**src/rtl/xor_share_arbiter_if.sv**
```systemverilog
// Requester-side bundle of the shared XOR arbiter: two request/operand
// ports in, one completion/result bus out.
interface xor_share_arbiter_if #(
  parameter int WIDTH   = 8,
  parameter int COUNT_W = 8
);
  logic               req0;
  logic [WIDTH-1:0]   a0;
  logic [WIDTH-1:0]   b0;
  logic               req1;
  logic [WIDTH-1:0]   a1;
  logic [WIDTH-1:0]   b1;
  logic               done0;
  logic               done1;
  logic [WIDTH-1:0]   res;
  logic               res_id;
  logic               busy;
  logic [COUNT_W-1:0] op_count;

  // Requesting units drive requests/operands and observe completion.
  modport master (
    output req0, a0, b0, req1, a1, b1,
    input  done0, done1, res, res_id, busy, op_count
  );

  // The arbiter consumes requests/operands and reports completion.
  modport slave (
    input  req0, a0, b0, req1, a1, b1,
    output done0, done1, res, res_id, busy, op_count
  );
endinterface

```
**src/rtl/xor_share_arbiter.sv**
```systemverilog
// Round-robin arbiter sharing one XOR datapath between two requesters.
// IDLE grants and latches operands, EXEC registers the result, DONE
// pulses done for the winner and bumps the completion counter.
module xor_share_arbiter #(
  parameter int WIDTH   = 8,
  parameter int COUNT_W = 8
) (
  input logic                clk,
  input logic                rst_n,
  xor_share_arbiter_if.slave bus
);

  typedef enum logic [1:0] {
    S_IDLE = 2'd0,
    S_EXEC = 2'd1,
    S_DONE = 2'd2
  } state_t;

  state_t             state_q, state_d;
  logic               grant_id_q, grant_id_d;
  logic               last_grant_q, last_grant_d;
  logic [WIDTH-1:0]   opa_q, opa_d;
  logic [WIDTH-1:0]   opb_q, opb_d;
  logic [WIDTH-1:0]   res_q, res_d;
  logic               res_id_q, res_id_d;
  logic [COUNT_W-1:0] op_count_q, op_count_d;

  logic               any_req;
  logic               pick;

  // Round-robin pick: a lone request wins outright; on a tie the requester
  // that did not win last time is chosen.
  always_comb begin
    any_req = bus.req0 | bus.req1;
    if (bus.req0 && bus.req1) begin
      pick = ~last_grant_q;
    end else begin
      pick = bus.req1;
    end
  end

  // State register; last_grant resets to 1 so requester 0 wins the first tie.
  always_ff @(posedge clk or negedge rst_n) begin
    // NOTE: sequential state is updated with non-blocking assignments so every
    // register samples pre-edge values regardless of statement order.
    if (!rst_n) begin
      state_q <= S_IDLE;
    end else begin
      state_q <= state_d;
    end
  end

  // Datapath and bookkeeping registers.
  always_ff @(posedge clk or negedge rst_n) begin
    if (!rst_n) begin
      grant_id_q   <= 1'b0;
      last_grant_q <= 1'b1;
      opa_q        <= '0;
      opb_q        <= '0;
      res_q        <= '0;
      res_id_q     <= 1'b0;
      op_count_q   <= '0;
    end else begin
      grant_id_q   <= grant_id_d;
      last_grant_q <= last_grant_d;
      opa_q        <= opa_d;
      opb_q        <= opb_d;
      res_q        <= res_d;
      res_id_q     <= res_id_d;
      op_count_q   <= op_count_d;
    end
  end

  // Next-state and next-datapath logic; operands are latched only on the
  // grant edge so the ports may change freely afterwards.
  always_comb begin
    // NOTE: every target gets a hold default first so no path leaves a
    // variable unassigned and no latch is inferred.
    state_d      = state_q;
    grant_id_d   = grant_id_q;
    last_grant_d = last_grant_q;
    opa_d        = opa_q;
    opb_d        = opb_q;
    res_d        = res_q;
    res_id_d     = res_id_q;
    op_count_d   = op_count_q;
    unique case (state_q)
      S_IDLE: begin
        if (any_req) begin
          grant_id_d   = pick;
          last_grant_d = pick;
          opa_d        = pick ? bus.a1 : bus.a0;
          opb_d        = pick ? bus.b1 : bus.b0;
          state_d      = S_EXEC;
        end
      end
      S_EXEC: begin
        res_d    = opa_q ^ opb_q;
        res_id_d = grant_id_q;
        state_d  = S_DONE;
      end
      S_DONE: begin
        op_count_d = op_count_q + COUNT_W'(1);
        state_d    = S_IDLE;
      end
      default: state_d = S_IDLE;
    endcase
  end

  // Outputs: done is decoded from DONE so it lasts exactly one cycle and
  // drops immediately on an asynchronous reset.
  always_comb begin
    bus.done0    = (state_q == S_DONE) && !grant_id_q;
    bus.done1    = (state_q == S_DONE) &&  grant_id_q;
    bus.busy     = (state_q != S_IDLE);
    bus.res      = res_q;
    bus.res_id   = res_id_q;
    bus.op_count = op_count_q;
  end

endmodule

```
**src/flat_wrapper.sv**
```systemverilog
// flat-port wrapper written by rule: the top's interface ports become plain ports
module xor_share_arbiter_flat 
#(
  parameter int WIDTH   = 8,
  parameter int COUNT_W = 8
)
  (clk, rst_n, bus_req0, bus_a0, bus_b0, bus_req1, bus_a1, bus_b1, bus_done0, bus_done1, bus_res, bus_res_id, bus_busy, bus_op_count);
  xor_share_arbiter_if #(.WIDTH(WIDTH), .COUNT_W(COUNT_W)) bus_i ();
  input logic clk;
  input logic rst_n;
  input wire logic [$bits(bus_i.req0)-1:0] bus_req0;
  input wire logic [$bits(bus_i.a0)-1:0] bus_a0;
  input wire logic [$bits(bus_i.b0)-1:0] bus_b0;
  input wire logic [$bits(bus_i.req1)-1:0] bus_req1;
  input wire logic [$bits(bus_i.a1)-1:0] bus_a1;
  input wire logic [$bits(bus_i.b1)-1:0] bus_b1;
  output wire logic [$bits(bus_i.done0)-1:0] bus_done0;
  output wire logic [$bits(bus_i.done1)-1:0] bus_done1;
  output wire logic [$bits(bus_i.res)-1:0] bus_res;
  output wire logic [$bits(bus_i.res_id)-1:0] bus_res_id;
  output wire logic [$bits(bus_i.busy)-1:0] bus_busy;
  output wire logic [$bits(bus_i.op_count)-1:0] bus_op_count;
  assign bus_i.req0 = bus_req0;
  assign bus_i.a0 = bus_a0;
  assign bus_i.b0 = bus_b0;
  assign bus_i.req1 = bus_req1;
  assign bus_i.a1 = bus_a1;
  assign bus_i.b1 = bus_b1;
  assign bus_done0 = bus_i.done0;
  assign bus_done1 = bus_i.done1;
  assign bus_res = bus_i.res;
  assign bus_res_id = bus_i.res_id;
  assign bus_busy = bus_i.busy;
  assign bus_op_count = bus_i.op_count;
  xor_share_arbiter #(.WIDTH(WIDTH), .COUNT_W(COUNT_W)) u_core (.clk(clk), .rst_n(rst_n), .bus(bus_i));
endmodule
```
**config.mk**
```make
export PLATFORM = sky130hd
export DESIGN_NAME = xor_share_arbiter_flat
export DESIGN_NICKNAME = d
export VERILOG_FILES = /design/src/rtl/xor_share_arbiter_if.sv /design/src/rtl/xor_share_arbiter.sv /design/src/flat_wrapper.sv
export SDC_FILE = /design/constraint.sdc
export NUM_CORES = 1
export LEC_CHECK = 0
export CAP_MARGIN = 20
export CORE_UTILIZATION = 25
export DETAILED_ROUTE_END_ITERATION = 10
export PLACE_DENSITY = 0.47
export SKIP_CTS_REPAIR_TIMING = 1
export SYNTH_ARGS = -nofsm -noshare
export SYNTH_HDL_FRONTEND = slang
export SYNTH_SLANG_ARGS = --single-unit
```
**constraint.sdc**
```tcl
create_clock -name clk -period 2.06 [get_ports clk]
set_input_delay 0.412 -clock clk [delete_from_list [all_inputs] [get_ports clk]]
set_output_delay 0.412 -clock clk [all_outputs]
set_load 0.01 [all_outputs]
```
==> metrics, run 1 <==
Routed Antenna Nets 0; CP Max Fanout 4; Synth top area share 52.2%; Net Count, Synth 167; top cell family by delay on the critical path buffers and inverters; crit path launch type register; Leakage 0.00109 uW; slowest stage cell, crit path clkdlybuf4s50_1; sequential element share of the synthesized area 53.7%; initial antenna violation count 0; core area 6490 um^2; largest net degree at the start of global routing 27; Internal 2470 uW; fin area 2540 um^2; post-layout util 39.2%; global-route wire length before repair 6050 um; Syn Area/Cell 13.3 um^2; CP Capture Type output port; status complete, no violations; Final Slew Violations 0; DP HPWL 2660 um; Min Clock Period, post-route 1.99 ns; synth top area cells dfrtp_1 (52%), mux2_2 (16%), mux2_4 (7.8%); area leader, netlist dfrtp_1; async set-reset flop share out of synthesis 100%; DR iter-0 viols 25; FP Rows 29; Max Cap Viol 0; WP buf/inv 1; switching power 1070 uW; clk_lat worst skew 0.29 ns; Clock Tree Buf Depth 2; placed instance area 2410 um^2; # IOs 56; die height 85.1 um; CP max stage delay 0.54 ns; routed vias 1181; CTS tree built; ANT cells 0; wire per inst 13.2 um; clk_skew 0.00653 ns; peak supply drop 0.461 mV; CP arrival 1.58 ns; die width 85.1 um; Crit Path Category reg2out; RSZ-0062 raised after global routing yes; Final nets 231; final setup violation count 0; Total Wirelength 3600 um; initial core utilization 26.6%; Main synth FF type dfrtp_1; port bufs 55; CTS Buf Count 5; Netlist cell types 27; DRC errors left 0; required time worst endpoint 1.65 ns; H-tree Lvls 2; fin crit share 96.7%; Hold/Removal Path Class in2async; DR pass1 iterations 4; area grow syn2layout 47.4%; top cells by count, synth dfrtp_1 (36), mux2_2 (25), xnor2_1 (14); clock sinks 37; CP most frequent cell nor2b_1; Yosys warning total 0; layout cells sized above 1 27.2%; FF+latch count, synth 37; Clock Power Share 20.9%; Slew HR 60.3%; cell area power density 1390 nW/um^2; f_max 502 MHz; Die ar. 7240 um^2; CTS clk-pin slew, worst paths 0.08 ns; Fin. Hold Viols 0; gr usage total 10.7%; routability cong. 0.726; Vias per Instance 4.34; clock root buffer clkbuf_8; Post-Syn Area 1730 um^2; Gate power share 41.5%; vias in the first global route 1327; EDFF count, synth 0; Synth Instances 130; total gr overflow 0; Seq pwr share 37.6%; Net Sw Frac 30.3%; critical path, cell by cell nor2b_1, nor2b_1, clkdlybuf4s50_1; Fill cells 616; Worst-Margin Slew 0.595 ns; count leader, synth dfrtp_1
[metal layers]
layer  GRT usage [%]  up-vias  routed length, um
met5               0        -                  0
met4            4.16        0                 35
met3            2.92        4                234
met2            19.1       41               1770
met1            12.1      567               1560
li1                -      569                  -
[logic make-up (layout without fill, tap and decap cells)]
| group | after synthesis | count (layout) | synth area share (%) |
|---|---|---|---|
| AND/OR/NAND/NOR | 21 | 21 | 6.09 |
| XOR/XNOR | 15 | 15 | 7.61 |
| multiplexers | 34 | 34 | 24.1 |
| adder cells (fa/ha/maj) | 1 | 1 | 0.725 |
| flip-flops | 37 | 37 | 53.7 |
| AO/OA/AOI/OAI | 13 | 13 | 4.57 |
| buffers and inverters | 9 | 74 | 3.12 |
[final timing paths]
kind	startpoint	to	slack, ns	cells after the start
worst min-delay path	rst_n	u_core.bus.op_count[3]	0.12	1
max in group asynchronous	rst_n	u_core.bus.res[5]	1.40	2
worst max-delay path	u_core.state_q[0]	bus_done0	0.07	3
worst max register to register	u_core.last_grant_q	u_core.opa_q[5]	0.45	4
min in group clk	u_core.bus.res[0]	u_core.bus.res[0]	0.48	2
worst min register to register	u_core.bus.res[0]	u_core.bus.res[0]	0.48	2
[layout by cell type, fill, tap and decap left out, types with 2 or more instances in the layout]
cell             Yosys  routed
clkbuf_8             0       5
buf_4                0       6
dfrtp_1             36      36
inv_1                3       3
mux2_2              25      25
o21ai_0              8       8
nor2b_1              2       2
nand4_1              3       3
mux2_4               9       9
nand2_1             11      11
xnor2_1             14      14
clkdlybuf4s50_1      0      54
buf_12               0       2
bufinv_16            0       2
[per-stage QoR]
step                worst slack (ns)  total power [uW]  setup TNS [ns]  hold WS (ns)  std cells
global placement              0.0609              2790               0         0.443        264
finish                        0.0687              3550               0         0.121        272
floorplan                      0.498              2180               0         0.116        130
global route                 -0.0626              3790          -0.141         0.155        272
detailed placement            0.0725              2850               0         0.458        264
CTS                           0.0428              3600               0         0.139        272
[flip-flops by register name, summed over array words and instances, names as in the netlist]
| register | count |
|---|---|
| u_core.opb_q | 8 |
| u_core.bus.res | 8 |
| u_core.bus.op_count | 8 |
| u_core.last_grant_q | 1 |
| u_core.bus.res_id | 1 |
| u_core.opa_q | 8 |
| u_core.grant_id_q | 1 |
| u_core.state_q | 2 |
[layout make-up]
class / count / area (um^2) / share of cell area (%)
Clock buffer: 5 / 68.8 / 2.71
Clock inverter: 3 / 65.1 / 2.56
Inverter: 3 / 11.3 / 0.443
Multi-Input combinational cell: 84 / 744 / 29.3
Sequential cell: 37 / 927 / 36.4
Tap cell: 77 / 96.3 / 3.79
Timing Repair Buffer: 63 / 631 / 24.8
[power groups by stage]
stage | clock, uW | sequential (uW) | combinational (uW)
3_5_place_dp | 0 | 1350 | 1500
6_report | 742 | 1330 | 1470
3_3_place_gp | 0 | 1340 | 1460
5_1_grt | 793 | 1390 | 1610
2_1_floorplan | 0 | 1360 | 827
4_1_cts | 762 | 1340 | 1500
Power figures use the tool's default switching activity.
==> inputs of run 2 (changes only) <==
Settings changed: ABC_CLOCK_PERIOD_IN_PS from default to 2060.
==> results of run 2 <==
No change in the layout: final DEF, timing and power equal those of run 1.
==> inputs of run 3 (changes only) <==
Settings changed: ABC_CLOCK_PERIOD_IN_PS 2060 to default, CORE_UTILIZATION 25 to 35, PLACE_DENSITY 0.47 to 0.62.
==> run 3 against run 2 <==
Against the previous run: combinational power decreased by 3%; worst hold slack gained 0.091 ns; via count decreased by 2.0%; worst setup slack gained 0.031 ns; maximum frequency grew 1.6%; clock skew is 0.0030 ns lower; die area shrank 28%; sequential power about the same; register-to-register slack better by 0.03 ns; largest cell class unchanged; largest power group unchanged; highest routed layer unchanged.
==> metrics, run 3 (synthesized netlist as in run 1, its figures left out) <==
status complete, no violations; core area 4720 um^2; DP Worst Slack 0.0512 ns; PnR worst setup slack 0.100 ns; Net Sw Frac 31.3%; worst r2r src u_core.last_grant_q; Fin. Hold Viols 0; H-tree Lvls 2; global-route wire length before repair 5530 um; port bufs 55; cell area power density 1320 nW/um^2; die height 72.2 um; Final nets 229; Hold/Removal Path Class in2async; Internal 2240 uW; peak supply drop 0.530 mV; Die ar. 5210 um^2; clock root buffer clkbuf_8; Crit Path Category reg2out; FP Rows 25; Seq pwr share 40.6%; fin area 2460 um^2; clk_lat worst skew 0.28 ns; fin crit share 95.1%; vias in the first global route 1214; total gr overflow 0; layout cells sized above 1 25.4%; wire per inst 12.4 um; worst hold margin 0.212 ns; CP Max Fanout 4; initial core utilization 36.5%; top cell family by delay on the critical path buffers and inverters; DRC errors left 0; DR iter-0 viols 21; DR pass1 iterations 4; reg2reg setup slack 0.48 ns; routability cong. 0.674; CTS tree built; most common cell after layout, fill and taps aside clkdlybuf4s50_1; Gate power share 43.8%; setup TNS 0 ns; Fill cells 410; R2R depth 4; CP Capture Type output port; crit path launch type register; WP buf/inv 1; placed instance area 2370 um^2; Routed Antenna Nets 0; DP HPWL 2430 um; clk_skew 0.00349 ns; die width 72.2 um; initial antenna violation count 0; routed vias 1157; Final Slew Violations 0; RSZ-0062 raised after global routing no; clock sinks 37; ANT cells 0; slowest stage cell, crit path clkdlybuf4s50_1; Vias per Instance 4.45; Leakage 0.00105 uW; # IOs 56; CP arrival 1.55 ns; switching power 1020 uW; CTS clk-pin slew, worst paths 0.07 ns; commonest non-fill, non-tap cells in the layout clkdlybuf4s50_1 (54), dfrtp_1 (36), mux2_2 (25); area grow syn2layout 42.6%; largest net degree at the start of global routing 38; required time worst endpoint 1.65 ns; CP most frequent cell nor2b_1; CP max stage delay 0.54 ns; final setup violation count 0; Total Wirelength 3230 um; Clock Power Share 15.6%; Min Clock Period, post-route 1.96 ns; Slew HR 47.2%; gr usage total 14.1%; Worst-Margin Slew 0.793 ns; r2r endpoint u_core.opa_q[0]; Max Cap Viol 0; post-layout util 52.1%; f_max 510 MHz; CTS Buf Count 5; critical path, cell by cell nor2b_1, nor2b_1, clkdlybuf4s50_1; Clock Tree Buf Depth 2
-- run 3: power groups by stage --
stage | logic (uW) | registers (uW) | clock network, uW
2_1_floorplan | 827 | 1360 | 0
3_3_place_gp | 1410 | 1320 | 0
3_5_place_dp | 1450 | 1340 | 0
4_1_cts | 1460 | 1330 | 524
5_1_grt | 1570 | 1380 | 562
6_report | 1420 | 1320 | 509
-- run 3: area by class of cell --
type	instances	area (um^2)	area share, %
Clock buffer	8	90.1	3.66
Timing Repair Buffer	61	603	24.5
Sequential cell	37	927	37.7
Multi-Input combinational cell	84	744	30.3
Tap cell	67	83.8	3.41
Inverter	3	11.3	0.458
-- run 3: worst max-delay path by stage --
stage | from | to | slack, ns | cells after the start
detailed placement | bus_req1 | u_core.opa_q[0] | 0.05 | 5
finish | u_core.state_q[0] | bus_done0 | 0.10 | 3
global placement | bus_req1 | u_core.opb_q[4] | 0.07 | 5
CTS | u_core.state_q[0] | bus_done0 | 0.07 | 3
floorplan | u_core.last_grant_q | u_core.opb_q[0] | 0.50 | 5
global route | u_core.state_q[0] | bus_done0 | 0.0005 | 3
-- run 3: metrics by stage --
step / instances / total power [uW]
after CTS: 260 / 3310
after global routing: 260 / 3510
after detailed placement: 252 / 2790
final: 260 / 3250
after floorplan: 130 / 2180
after global placement: 252 / 2730
-- run 3: routing by layer --
layer	vias up	global-route usage, %	part of all wire [%]
met2	42	24.2	52
li1	568	-	-
met1	543	16.4	41
met4	0	4.58	0.87
met5	-	0	0
met3	4	5.00	6.2
-- run 3: worst reg2reg max path, cell delays in order (launching register included) --
cell	delay (ns)
dfstp_2	0.54
a21bo_1	0.15
buf_12	0.17
mux2_2	0.35
mux2_2	0.26
